===== config.mk =====
export PLATFORM = sky130hd
export DESIGN_NAME = game_level_ctrl_flat
export DESIGN_NICKNAME = d
export VERILOG_FILES = /design/src/rtl/game_level_ctrl_if.sv /design/src/rtl/game_level_ctrl.sv /design/src/flat_wrapper.sv
export SDC_FILE = /design/constraint.sdc
export NUM_CORES = 1
export LEC_CHECK = 0
export ABC_AREA = 1
export CAP_MARGIN = 10
export CORE_MARGIN = 2
export CORE_UTILIZATION = 24
export CTS_CLUSTER_DIAMETER = 30
export DETAILED_ROUTE_END_ITERATION = 8
export SYNTH_ARGS = -nofsm -noshare
export SYNTH_HDL_FRONTEND = slang
export SYNTH_SLANG_ARGS = --single-unit

===== constraint.sdc =====
create_clock -name i_clk -period 2.79 [get_ports i_clk]
set_input_delay 0.558 -clock i_clk [delete_from_list [all_inputs] [get_ports i_clk]]
set_output_delay 0.558 -clock i_clk [all_outputs]
set_load 0.01 [all_outputs]

===== src/rtl/game_level_ctrl_if.sv =====
// Player-side inputs and level-status outputs of the level-progression controller.
interface game_level_ctrl_if #(
  parameter int unsigned COORD_W = 5,
  parameter int unsigned LVL_W   = 2
);
  logic               restart;
  logic [COORD_W-1:0] player_row;
  logic [COORD_W-1:0] player_col;
  logic [LVL_W-1:0]   level_select;
  logic               in_transition;
  logic               level_done;
  logic               game_won;

  modport master (
    output restart, player_row, player_col,
    input  level_select, in_transition, level_done, game_won
  );

  modport slave (
    input  restart, player_row, player_col,
    output level_select, in_transition, level_done, game_won
  );
endinterface


===== src/rtl/game_level_ctrl.sv =====
// Maze level-progression controller: exit-tile dwell detection, timed transition
// between levels, final WON state and soft restart.
module game_level_ctrl #(
  parameter int unsigned NUM_LEVELS   = 3,
  parameter int unsigned LVL_W        = 2,
  parameter int unsigned COORD_W      = 5,
  parameter int unsigned HOLD_CYCLES  = 1,
  parameter int unsigned TRANS_CYCLES = 16,
  parameter logic [NUM_LEVELS*COORD_W-1:0] EXIT_ROWS = {5'd9, 5'd5, 5'd4},
  parameter logic [NUM_LEVELS*COORD_W-1:0] EXIT_COLS = {5'd9, 5'd2, 5'd2}
) (
  input  logic              i_clk,
  input  logic              i_rst,
  game_level_ctrl_if.slave  bus
);
  localparam int unsigned HOLD_W  = $clog2(HOLD_CYCLES) + 1;
  localparam int unsigned TRANS_W = $clog2(TRANS_CYCLES) + 1;

  typedef enum logic [1:0] {S_PLAY, S_TRANS, S_WON} state_t;

  state_t             r_state, w_nxt_state;
  logic [LVL_W-1:0]   r_lvl, w_nxt_lvl;
  logic [HOLD_W-1:0]  r_hold, w_nxt_hold;
  logic [TRANS_W-1:0] r_trans, w_nxt_trans;
  logic               r_done, w_nxt_done;
  logic               r_in_trans, w_nxt_in_trans;
  logic               r_won, w_nxt_won;

  logic [COORD_W-1:0] w_exit_row, w_exit_col;
  logic               w_lvl_valid, w_on_exit, w_last_lvl;

  // Exit lookup with constant indices only, so an illegal level code never selects out of range
  always_comb begin
    w_exit_row = '0;
    w_exit_col = '0;
    for (int i = 0; i < int'(NUM_LEVELS); i++) begin
      if (r_lvl == LVL_W'(i)) begin
        w_exit_row = EXIT_ROWS[i*COORD_W +: COORD_W];
        w_exit_col = EXIT_COLS[i*COORD_W +: COORD_W];
      end
    end
  end

  assign w_lvl_valid = 32'(r_lvl) < NUM_LEVELS;
  assign w_last_lvl  = r_lvl == LVL_W'(NUM_LEVELS - 1);
  assign w_on_exit   = w_lvl_valid && (bus.player_row == w_exit_row) &&
                       (bus.player_col == w_exit_col);

  always_comb begin
    w_nxt_state    = r_state;
    w_nxt_lvl      = r_lvl;
    w_nxt_hold     = r_hold;
    w_nxt_trans    = r_trans;
    w_nxt_done     = 1'b0;
    w_nxt_in_trans = r_in_trans;
    w_nxt_won      = r_won;
    if (!w_lvl_valid) begin
      w_nxt_state    = S_PLAY;
      w_nxt_lvl      = '0;
      w_nxt_hold     = '0;
      w_nxt_trans    = '0;
      w_nxt_in_trans = 1'b0;
      w_nxt_won      = 1'b0;
    end else begin
      case (r_state)
        S_PLAY: begin
          if (!w_on_exit) begin
            w_nxt_hold = '0;
          end else if (r_hold != HOLD_W'(HOLD_CYCLES - 1)) begin
            w_nxt_hold = r_hold + HOLD_W'(1);
          end else begin
            w_nxt_done = 1'b1;
            w_nxt_hold = '0;
            if (w_last_lvl) begin
              w_nxt_state = S_WON;
              w_nxt_won   = 1'b1;
            end else begin
              w_nxt_state    = S_TRANS;
              w_nxt_lvl      = r_lvl + LVL_W'(1);
              w_nxt_trans    = '0;
              w_nxt_in_trans = 1'b1;
            end
          end
        end
        S_TRANS: begin
          // Player position is ignored here, so a shared exit tile cannot double-clear
          if (r_trans == TRANS_W'(TRANS_CYCLES - 1)) begin
            w_nxt_state    = S_PLAY;
            w_nxt_in_trans = 1'b0;
            w_nxt_hold     = '0;
            w_nxt_trans    = '0;
          end else begin
            w_nxt_trans = r_trans + TRANS_W'(1);
          end
        end
        S_WON: ;
        default: begin
          w_nxt_state    = S_PLAY;
          w_nxt_lvl      = '0;
          w_nxt_hold     = '0;
          w_nxt_trans    = '0;
          w_nxt_in_trans = 1'b0;
          w_nxt_won      = 1'b0;
        end
      endcase
    end
  end

  always_ff @(posedge i_clk) begin
    if (!i_rst || bus.restart) begin
      r_state    <= S_PLAY;
      r_lvl      <= '0;
      r_hold     <= '0;
      r_trans    <= '0;
      r_done     <= 1'b0;
      r_in_trans <= 1'b0;
      r_won      <= 1'b0;
    end else begin
      r_state    <= w_nxt_state;
      r_lvl      <= w_nxt_lvl;
      r_hold     <= w_nxt_hold;
      r_trans    <= w_nxt_trans;
      r_done     <= w_nxt_done;
      r_in_trans <= w_nxt_in_trans;
      r_won      <= w_nxt_won;
    end
  end

  assign bus.level_select  = r_lvl;
  assign bus.in_transition = r_in_trans;
  assign bus.level_done    = r_done;
  assign bus.game_won      = r_won;
endmodule

===== src/flat_wrapper.sv =====
// flat-port wrapper written by rule: the top's interface ports become plain ports
module game_level_ctrl_flat 
#(
  parameter int unsigned NUM_LEVELS   = 3,
  parameter int unsigned LVL_W        = 2,
  parameter int unsigned COORD_W      = 5,
  parameter int unsigned HOLD_CYCLES  = 1,
  parameter int unsigned TRANS_CYCLES = 16,
  parameter logic [NUM_LEVELS*COORD_W-1:0] EXIT_ROWS = {5'd9, 5'd5, 5'd4},
  parameter logic [NUM_LEVELS*COORD_W-1:0] EXIT_COLS = {5'd9, 5'd2, 5'd2}
)
  (i_clk, i_rst, bus_restart, bus_player_row, bus_player_col, bus_level_select, bus_in_transition, bus_level_done, bus_game_won);
  game_level_ctrl_if #(.COORD_W(COORD_W), .LVL_W(LVL_W)) bus_i ();
  input  logic i_clk;
  input  logic i_rst;
  input wire logic [$bits(bus_i.restart)-1:0] bus_restart;
  input wire logic [$bits(bus_i.player_row)-1:0] bus_player_row;
  input wire logic [$bits(bus_i.player_col)-1:0] bus_player_col;
  output wire logic [$bits(bus_i.level_select)-1:0] bus_level_select;
  output wire logic [$bits(bus_i.in_transition)-1:0] bus_in_transition;
  output wire logic [$bits(bus_i.level_done)-1:0] bus_level_done;
  output wire logic [$bits(bus_i.game_won)-1:0] bus_game_won;
  assign bus_i.restart = bus_restart;
  assign bus_i.player_row = bus_player_row;
  assign bus_i.player_col = bus_player_col;
  assign bus_level_select = bus_i.level_select;
  assign bus_in_transition = bus_i.in_transition;
  assign bus_level_done = bus_i.level_done;
  assign bus_game_won = bus_i.game_won;
  game_level_ctrl #(.NUM_LEVELS(NUM_LEVELS), .LVL_W(LVL_W), .COORD_W(COORD_W), .HOLD_CYCLES(HOLD_CYCLES), .TRANS_CYCLES(TRANS_CYCLES), .EXIT_ROWS(EXIT_ROWS), .EXIT_COLS(EXIT_COLS)) u_core (.i_clk(i_clk), .i_rst(i_rst), .bus(bus_i));
endmodule

* After elaboration in Yosys (flattened, before gate mapping)
Index checks and enable logic that the tools add are counted.
** Word-level totals
- Register bits :: 13
- Input port bits :: 13
- Word-level logic and storage cells :: 76
- Output and inout port bits :: 5
** Cells by class
- Muxes and demuxes :: 33
- Equality and inequality tests :: 12
- $lt $le $gt $ge :: 1
- Reductions and logical operators :: 15
- Bitwise gates (word level) :: 5
- $add $sub $neg :: 3
** Operators by type and width (number)
- 2-to-1 mux 5 bit :: 6
- 2-to-1 mux 2 bit :: 9
- AND reduction 4 bit :: 4
- one-hot mux 5 bit (3 select lines) :: 1
- 2-to-1 mux 1 bit :: 10
- inequality test 2 x 1 -> 1 bit, second input constant :: 3
- one-hot mux 1 bit (3 select lines) :: 2
- one-hot mux 2 bit (3 select lines) :: 1
- adder 5 x 1 -> 5 bit, second input constant :: 1
- equality test 5 x 4 -> 1 bit :: 1
- equality test 5 x 4 -> 1 bit, second input constant :: 1
- equality test 5 bit :: 1
- NOT 1 bit :: 5
- AND reduction 5 bit :: 1
- equality test 2 x 1 -> 1 bit, second input constant :: 2
- equality test 2 bit, second input constant :: 2
- zero test 2 bit :: 2
- 2-to-1 mux 4 bit :: 1
- inequality test 2 bit, second input constant :: 2
- one-hot mux 2 bit (2 select lines) :: 1
- OR reduction 2 bit :: 2
- OR reduction 4 bit :: 1
- 2-to-1 mux 3 bit :: 1
- adder 2 x 1 -> 2 bit, second input constant :: 1
- 7 further kinds :: 8

* Logic depth before layout (Yosys ltp)
Gate-level depths: netlist (run 1).
- Depth after elaboration :: 9
- Mapped depth :: 14

* Worst setup path after synthesis (run 1)
No wires, ideal clock.
- Path type :: reg-to-reg
- Start point :: reg u_core.r_lvl[0] (netlist: u_core.bus.level_select[0])
- End point :: reg u_core.r_in_trans (netlist: u_core.bus.in_transition)
- Path slack :: 1.079 ns
- Setup time :: 0.123 ns
- Period minus slack after synthesis :: 1.711 ns
- Cell stages (with the launch flop) :: 14
- Arrival :: 1.588 ns
- Data required time :: 2.667 ns
- Cell sequence :: dfxtp_1 > inv_1 > ha_1 > inv_2 > nand2_1 > nand2_1 > nand2_1 > nor2_2 > nand2_2 > nand2_2 > buf_6 > nand3_1 > nand2_1 > a21oi_1
** On the way
- Cells in the longest elaborated chain, start to end :: 9
** Ends and longest elaborated chain
- start: declaration :: RTL line game_level_ctrl.sv:22 : logic [LVL_W-1:0] r_lvl, w_nxt_lvl;
- start signal: assignment :: RTL line game_level_ctrl.sv:120 : r_lvl <= w_nxt_lvl;
- zero test 2 bit :: RTL line game_level_ctrl.sv:37 : if (r_lvl == LVL_W'(i)) begin
- 2-to-1 mux 3 bit :: RTL line game_level_ctrl.sv:37
- 2-to-1 mux 5 bit (2 in a row) :: RTL line game_level_ctrl.sv:37
- equality test 5 bit :: RTL line game_level_ctrl.sv:46 : assign w_on_exit = w_lvl_valid && (bus.player_row == w_exit_row) &&
- logical AND 1 bit (2 in a row) :: RTL line game_level_ctrl.sv:46
- inequality test 2 x 1 -> 1 bit (no line)
- AND reduction 5 bit (no line)
- end signal: assignment :: RTL line game_level_ctrl.sv:124 : r_in_trans <= w_nxt_in_trans;
- end: declaration :: RTL line game_level_ctrl.sv:26 : logic r_in_trans, w_nxt_in_trans;
Parallel ways exist; a longest one is shown, timed or not.
A chain may end at the register's enable or synchronous reset.

* Worst setup path after layout (run 1)
- Start point :: reg u_core.r_lvl[0] (netlist: u_core.bus.level_select[0])
- End point :: reg u_core.r_trans[4]
** On the way
- Cells in the longest elaborated chain, start to end :: 9
** Ends and longest elaborated chain
- zero test 2 bit :: RTL line game_level_ctrl.sv:37
- 2-to-1 mux 3 bit :: RTL line game_level_ctrl.sv:37
- 2-to-1 mux 5 bit (2 in a row) :: RTL line game_level_ctrl.sv:37
- equality test 5 bit :: RTL line game_level_ctrl.sv:46
- logical AND 1 bit (2 in a row) :: RTL line game_level_ctrl.sv:46
- inequality test 2 x 1 -> 1 bit (no line)
- AND reduction 4 bit (no line)
- end signal: assignment :: RTL line game_level_ctrl.sv:122 : r_trans <= w_nxt_trans;
- end: declaration :: RTL line game_level_ctrl.sv:24 : logic [TRANS_W-1:0] r_trans, w_nxt_trans;
Parallel ways exist; a longest one is shown, timed or not.

==> results of run 1 <==
-- layout by cell type (no fill, tap or decap) --
| master | instances |
|---|---|
| nand2_1 | 27 |
| inv_1 | 19 |
| clkdlybuf4s50_1 | 17 |
| a21oi_1 | 12 |
| dfxtp_1 | 12 |
| nor2_1 | 10 |
| nand3_1 | 9 |
| ha_1 | 8 |
| nand2_2 | 4 |
| nand4_1 | 3 |
| clkbuf_4 | 3 |
| nor2_2 | 2 |
| o21ai_0 | 2 |
| inv_2 | 1 |
| nand3b_1 | 1 |
| a21oi_2 | 1 |
| nor3_1 | 1 |
| xor2_1 | 1 |
| a31oi_1 | 1 |
| o21bai_1 | 1 |
| or2_2 | 1 |
| nor4_1 | 1 |
| nand3_2 | 1 |
| clkbuf_8 | 1 |
-- synthesized netlist by cell type --
| cell | instances |
|---|---|
| nor2_1 | 10 |
| a21oi_1 | 12 |
| nand4_1 | 3 |
| dfxtp_1 | 12 |
| nor2_2 | 2 |
| inv_2 | 1 |
| or2_2 | 1 |
| o21bai_1 | 1 |
| nand2_1 | 27 |
| inv_1 | 19 |
| nor3_1 | 1 |
| nor4_1 | 1 |
| buf_6 | 1 |
| nand3_2 | 1 |
| a31oi_1 | 1 |
| ha_1 | 8 |
| a21oi_2 | 1 |
| o21ai_0 | 2 |
| nand3b_1 | 1 |
| nand2_2 | 4 |
| xor2_1 | 1 |
| nand3_1 | 9 |
-- through the flow --
step / setup slack [ps] / cell area [sq um]
global placement: 699 / 1020
CTS: 844 / 1060
finish: 841 / 1060
detailed placement: 649 / 1020
global route: 597 / 1060
floorplan: 1080 / 803
-- cells by family after synthesis --
| logic type | Yosys count |
|---|---|
| AO/OA/AOI/OAI | 17 |
| XOR/XNOR | 1 |
| adder cells (fa/ha/maj) | 8 |
| buffers and inverters | 21 |
| flip-flops | 12 |
| AND/OR/NAND/NOR | 60 |
-- metal layers --
| metal | vias to the layer above | part of all wire, % | GRT usage, % |
|---|---|---|---|
| li1 | 422 | - | - |
| met1 | 337 | 48 | 11.4 |
| met2 | 15 | 43 | 14.4 |
| met3 | 5 | 5.3 | 2.28 |
| met4 | 0 | 2.9 | 5.47 |
| met5 | - | 0 | 0 |
-- where the power goes --
part / switching, uW / total, uW / leakage (uW) / internal, uW
clock network: 61.2 / 141 / 0.0000210 / 79.6
logic: 11.9 / 31.4 / 0.000291 / 19.5
registers: 0.0871 / 171 / 0.0000966 / 171
-- how the worst max path moves through the flow --
stage / startpoint / end / slack, ps / depth (start not counted)
after detailed placement: bus_player_row[3] / u_core.r_trans[4]$_SDFFE_PP0P_ / 650 / 12
after global routing: u_core.bus.level_select[0]$_SDFFE_PP0P_ / u_core.r_trans[4]$_SDFFE_PP0P_ / 600 / 12
after floorplan: u_core.bus.level_select[0]$_SDFFE_PP0P_ / u_core.bus.in_transition$_SDFFE_PP0P_ / 1080 / 13
after global placement: bus_player_row[3] / u_core.r_trans[4]$_SDFFE_PP0P_ / 700 / 12
after CTS: u_core.bus.level_select[0]$_SDFFE_PP0P_ / u_core.r_trans[4]$_SDFFE_PP0P_ / 840 / 12
final: u_core.bus.level_select[0]$_SDFFE_PP0P_ / u_core.r_trans[4]$_SDFFE_PP0P_ / 840 / 12
-- area by class of cell --
cell class	count	area [sq um]	area share (%)
tap	46	57.6	5.45
inverter	20	75.1	7.11
timing repair buffer	17	170	16.1
clock buffer	4	36.3	3.44
sequential	12	240	22.7
multi-input combinational	86	477	45.1
-- flip-flops by register name (all words and copies together), names as in the netlist --
name	flops
u_core.bus.game_won	1
u_core.bus.level_done	1
u_core.bus.in_transition	1
u_core.r_state	2
u_core.r_trans	5
u_core.bus.level_select	2
-- worst max-delay path: stages (launching register included) --
cell      delay [ps]
dfxtp_1          400
inv_1            100
ha_1             300
inv_2            130
nand2_1           80
nand2_1           60
nand2_1           60
nor2_2           110
nand2_2           60
nand2_2          180
nand2_1          160
o21bai_1         160
inv_1             50
==> flow_summary.toml, run 1 <==
[synthesis]
synth-simple-area-share_pct = 34.3
syn_nets = 140
synth_fa_ha_area_share_pct = 12.5
synth_xor_xnor_area_share_pct = 1.09
yosysWarnings = 0
syn-cell-area_sq_um = 803
yosys.area.top_type = "dfxtp_1"
synth_seq_cells = 12
muxShareOfSynthArea_pct = 0
synthCells = 119
synth_top_area_share_pct = 29.9
postSynthAreaPerCell_sq_um = 6.75
synth_area_leaders = "dfxtp_1 (30%), nand2_1 (13%), ha_1 (12%), inv_1 (8.9%), a21oi_1 (7.5%)"
synth_top_family_by_area = "simple AND/OR/NAND/NOR gates"
synth_seq_area_share_pct = 29.9
synth_cell_type_count = 22
synth_compound_area_share_pct = 11.5

[floorplanning]
dieWidth_microns = 61.9
io_pins = 18
die_y_microns = 61.9
initial_core_util_pct = 24.5
core_sq_um = 3280
rows = 21
die_area_sq_um = 3830

[detailed_routing]
first_pass_iters = 4
drt-total-wl_microns = 1570
drt_iter0_markers = 11
post_drt_wl_per_cell_microns = 8.49
ant_nets = 0
via_per_inst = 4.21
num_vias = 779
drc_errors = 0

[critical_path]
r2r-start = "u_core.bus.level_select[0]$_SDFFE_PP0P_"
required_ps = 2970
reg2reg_to = "u_core.r_trans[4]$_SDFFE_PP0P_"
worst-r2r-cell-count = 12
reg2reg_slack_ps = 840
cp_data_arrival_time_ps = 2130
critPathLaunchType = "register"
end_kind = "register"
path_max_fanout = 12
setup.worst_path.class = "register to register"

[cells_and_area]
drive_gt1_share_pct = 10.1
insertedDiodeCount = 0
areaGrowthSynthToFinish_pct = 31.5
fin_nets = 161
final_core_util_pct = 32.2
fill_cells = 352
finalNonFillerCells = 185

[clock_tree]
cts_tree = "built"
root_buffer = "clkbuf_4"
post_cts.repair.setup_buffers = 0
cts_sinks = 12
cts_resized = 0
ctsLongestPathBuffers = 2
cts_buffers = 3
clk_pin_slew_ps = 80
hold_buffers = 0
htree_levels = 1
clock_latency_ps = 280

[place]
placed_cells = 181
io_buffers = 17
place_congestion = 0.849
detailed_place_hpwl_microns = 1300

[power_and_ir_drop]
ir_drop_mv = 0.0823
power.leakage_uw = 0.000409
power.density_nw_per_um2 = 325
power_uw = 343

[sta]
finalSetupTns_ps = 0
worst_pin_slew_ps = 479
setup_viol = 0
max-slew-margin-rel_pct = 67.8
hold_slack_ps = 451
period_needed_ps = 1950
finalClockSkew_ps = 6.58
max_clock_freq_mhz = 513
hold_viol_final = 0
fin_crit_sh_pct = 69.9
slew_violations = 0
rsz0062_at_grt = "no"

[global_routing]
grt_max_degree = 13
grt_pass1_vias = 703
grt_pass1_wl_microns = 2680
grt_usage_pct = 9.21
overflow = 0
antenna_found_initial = 0

[worst_hold_path]
hold_end = "u_core.bus.game_won$_SDFFE_PP0P_"
holdPathStages = 2
hold_class = "register to register"
hold_start = "u_core.bus.game_won$_SDFFE_PP0P_"

[outcome]
outcome = "finished, final reports clean"

[flow_run]
drv_cap = 0
No activity file was read; power rests on OpenSTA's default activity.
==> inputs of run 2 (changes only) <==
- clock period: 2.79 -> 1.9 ns (I/O delays scaled with it)
==> flow_summary.toml, run 2 (synthesis results as in run 1) <==
[cells_and_area]
largest_reg_flops = 5
insertedDiodeCount = 0
fin_nets = 167
final_cell_mix = "nand2_1 (26), inv_1 (19), clkdlybuf4s50_1 (17)"
fill_cells = 347
regMostFlops = "u_core.r_trans"
final_common_cell = "nand2_1"
areaGrowthSynthToFinish_pct = 36.8
drive_gt1_share_pct = 14.6

[clock_tree]
htree_levels = 1
root_buffer = "clkbuf_4"
cts_sinks = 12
clk_pin_slew_ps = 70
hold_buffers = 0
cts_tree = "built"
clock_latency_ps = 270
cts_buffers = 3
ctsLongestPathBuffers = 2

[global_routing]
grt_pass1_vias = 755
overflow = 0
grt_max_degree = 13
grt_pass1_wl_microns = 2830
antenna_found_initial = 0
grt_usage_pct = 9.59

[floorplanning]
die_area_sq_um = 3830
die_y_microns = 61.9
initial_core_util_pct = 24.5
dieWidth_microns = 61.9
core_sq_um = 3280
io_pins = 18
rows = 21

[flow_run]
drv_cap = 0

[detailed_routing]
met3_length_microns = 58
drc_errors = 0
drt-total-wl_microns = 1660
first_pass_iters = 4
wl_met1_microns = 793
top_layer = "met4"
post_drt_wl_per_cell_microns = 8.75
num_vias = 800
ant_nets = 0
met2_length_microns = 771
via_per_inst = 4.21
drt_iter0_markers = 25

[power_and_ir_drop]
seq_power_share_pct = 55.1
ir_drop_mv = 0.124
power_switching_uw = 100
power.density_nw_per_um2 = 413
comb_power_share_pct = 10.7
power_uw = 454
power.leakage_uw = 0.000436
p_sw_share_pct = 22.0
p_int_uw = 354
power_frac_clock_pct = 34.2

[sta]
period_needed_ps = 1700
worst_pin_slew_ps = 423
hold_viol_final = 0
max-slew-margin-rel_pct = 71.8
setup_viol = 0
slew_violations = 0
fin_crit_sh_pct = 89.7
max_clock_freq_mhz = 587
finalClockSkew_ps = 4.05
fin_ws_ps = 197

[critical_path]
required_ps = 2100
end_kind = "register"
cp_data_arrival_time_ps = 1910
critPathLaunchType = "register"
setup.worst_path.class = "register to register"
path_max_fanout = 9

[place]
io_buffers = 17
detailed_place_hpwl_microns = 1350
place_ws_ps = -82.8
place_congestion = 0.841

[outcome]
outcome = "finished, final reports clean"

[worst_hold_path]
hold_class = "register to register"
-- run 2: cell types whose count changed in the layout (fill, tap and decap cells not counted), sizes merged --
| cell | change |
|---|---|
| buf | +6 |
| clkbuf | -1 |
-- run 2: power groups by stage --
stage / Sequential, uW / Combinational (uW) / Clock (uW)
finish: 250 / 48.7 / 155
global route: 250 / 53.8 / 167
CTS: 252 / 49.2 / 160
detailed placement: 257 / 49.0 / 0
global placement: 257 / 48.2 / 0
floorplan: 257 / 17.5 / 0
-- run 2: cell type report --
cell class,instances,area (sq um),area share [%]
inverter,20,75.1,6.83
clock buffer,3,22.5,2.05
tap,46,57.6,5.24
sequential,12,244,22.2
timing repair buffer,23,215,19.6
multi-input combinational,86,484,44.1
-- run 2: stage by stage --
stage	hold WS [ps]	util, %	area [sq um]	cells	TNS, ps
4_1_cts	458	32.7	1070	188	0
3_5_place_dp	447	32.0	1050	185	-217
2_1_floorplan	456	-	803	119	0
6_report	454	33.4	1100	190	0
5_1_grt	492	33.4	1100	190	-0.460
3_3_place_gp	445	32.0	1050	185	-1.83
-- run 2: what timing repair did --
item                       in CTS  in global routing
setup buffers                   0                  2
gates resized for setup         1                  3
pin swaps                       0                  1
setup endpoints to repair       1                 11
hold endpoints to repair        0                  0
-- run 2: path summary, 6_finish.rpt --
kind,cells after the start,endpoint,from,slack (ps)
max,13,u_core.r_trans[2]$_SDFFE_PP0P_,u_core.bus.level_select[1]$_SDFFE_PP0P_,200
min,2,u_core.bus.game_won$_SDFFE_PP0P_,u_core.bus.game_won$_SDFFE_PP0P_,450
max reg2reg,13,u_core.r_trans[2]$_SDFFE_PP0P_,u_core.bus.level_select[1]$_SDFFE_PP0P_,200
min reg2reg,2,u_core.bus.game_won$_SDFFE_PP0P_,u_core.bus.game_won$_SDFFE_PP0P_,450
-- run 2: layer usage --
metal	global-route usage [%]	up-vias
met5	0	-
met4	4.56	0
met3	0.621	4
met2	16.1	16
met1	12.5	342
li1	-	438
-- run 2: critical path, cell delays in order (launching register included) --
cell	delay, ps
dfxtp_4	370
inv_1	50
ha_1	290
inv_1	60
nand2_1	50
nand2_1	50
nor2_1	70
nand2_1	60
nor2_2	90
nand2_2	70
nand2_4	110
buf_4	130
nand3_1	60
a21oi_1	160
==> inputs of run 3 (changes only) <==
- CTS_CLUSTER_DIAMETER: 30 -> 80
==> results of run 3 <==
The final DEF is identical to that of run 2; final timing and power are the same.
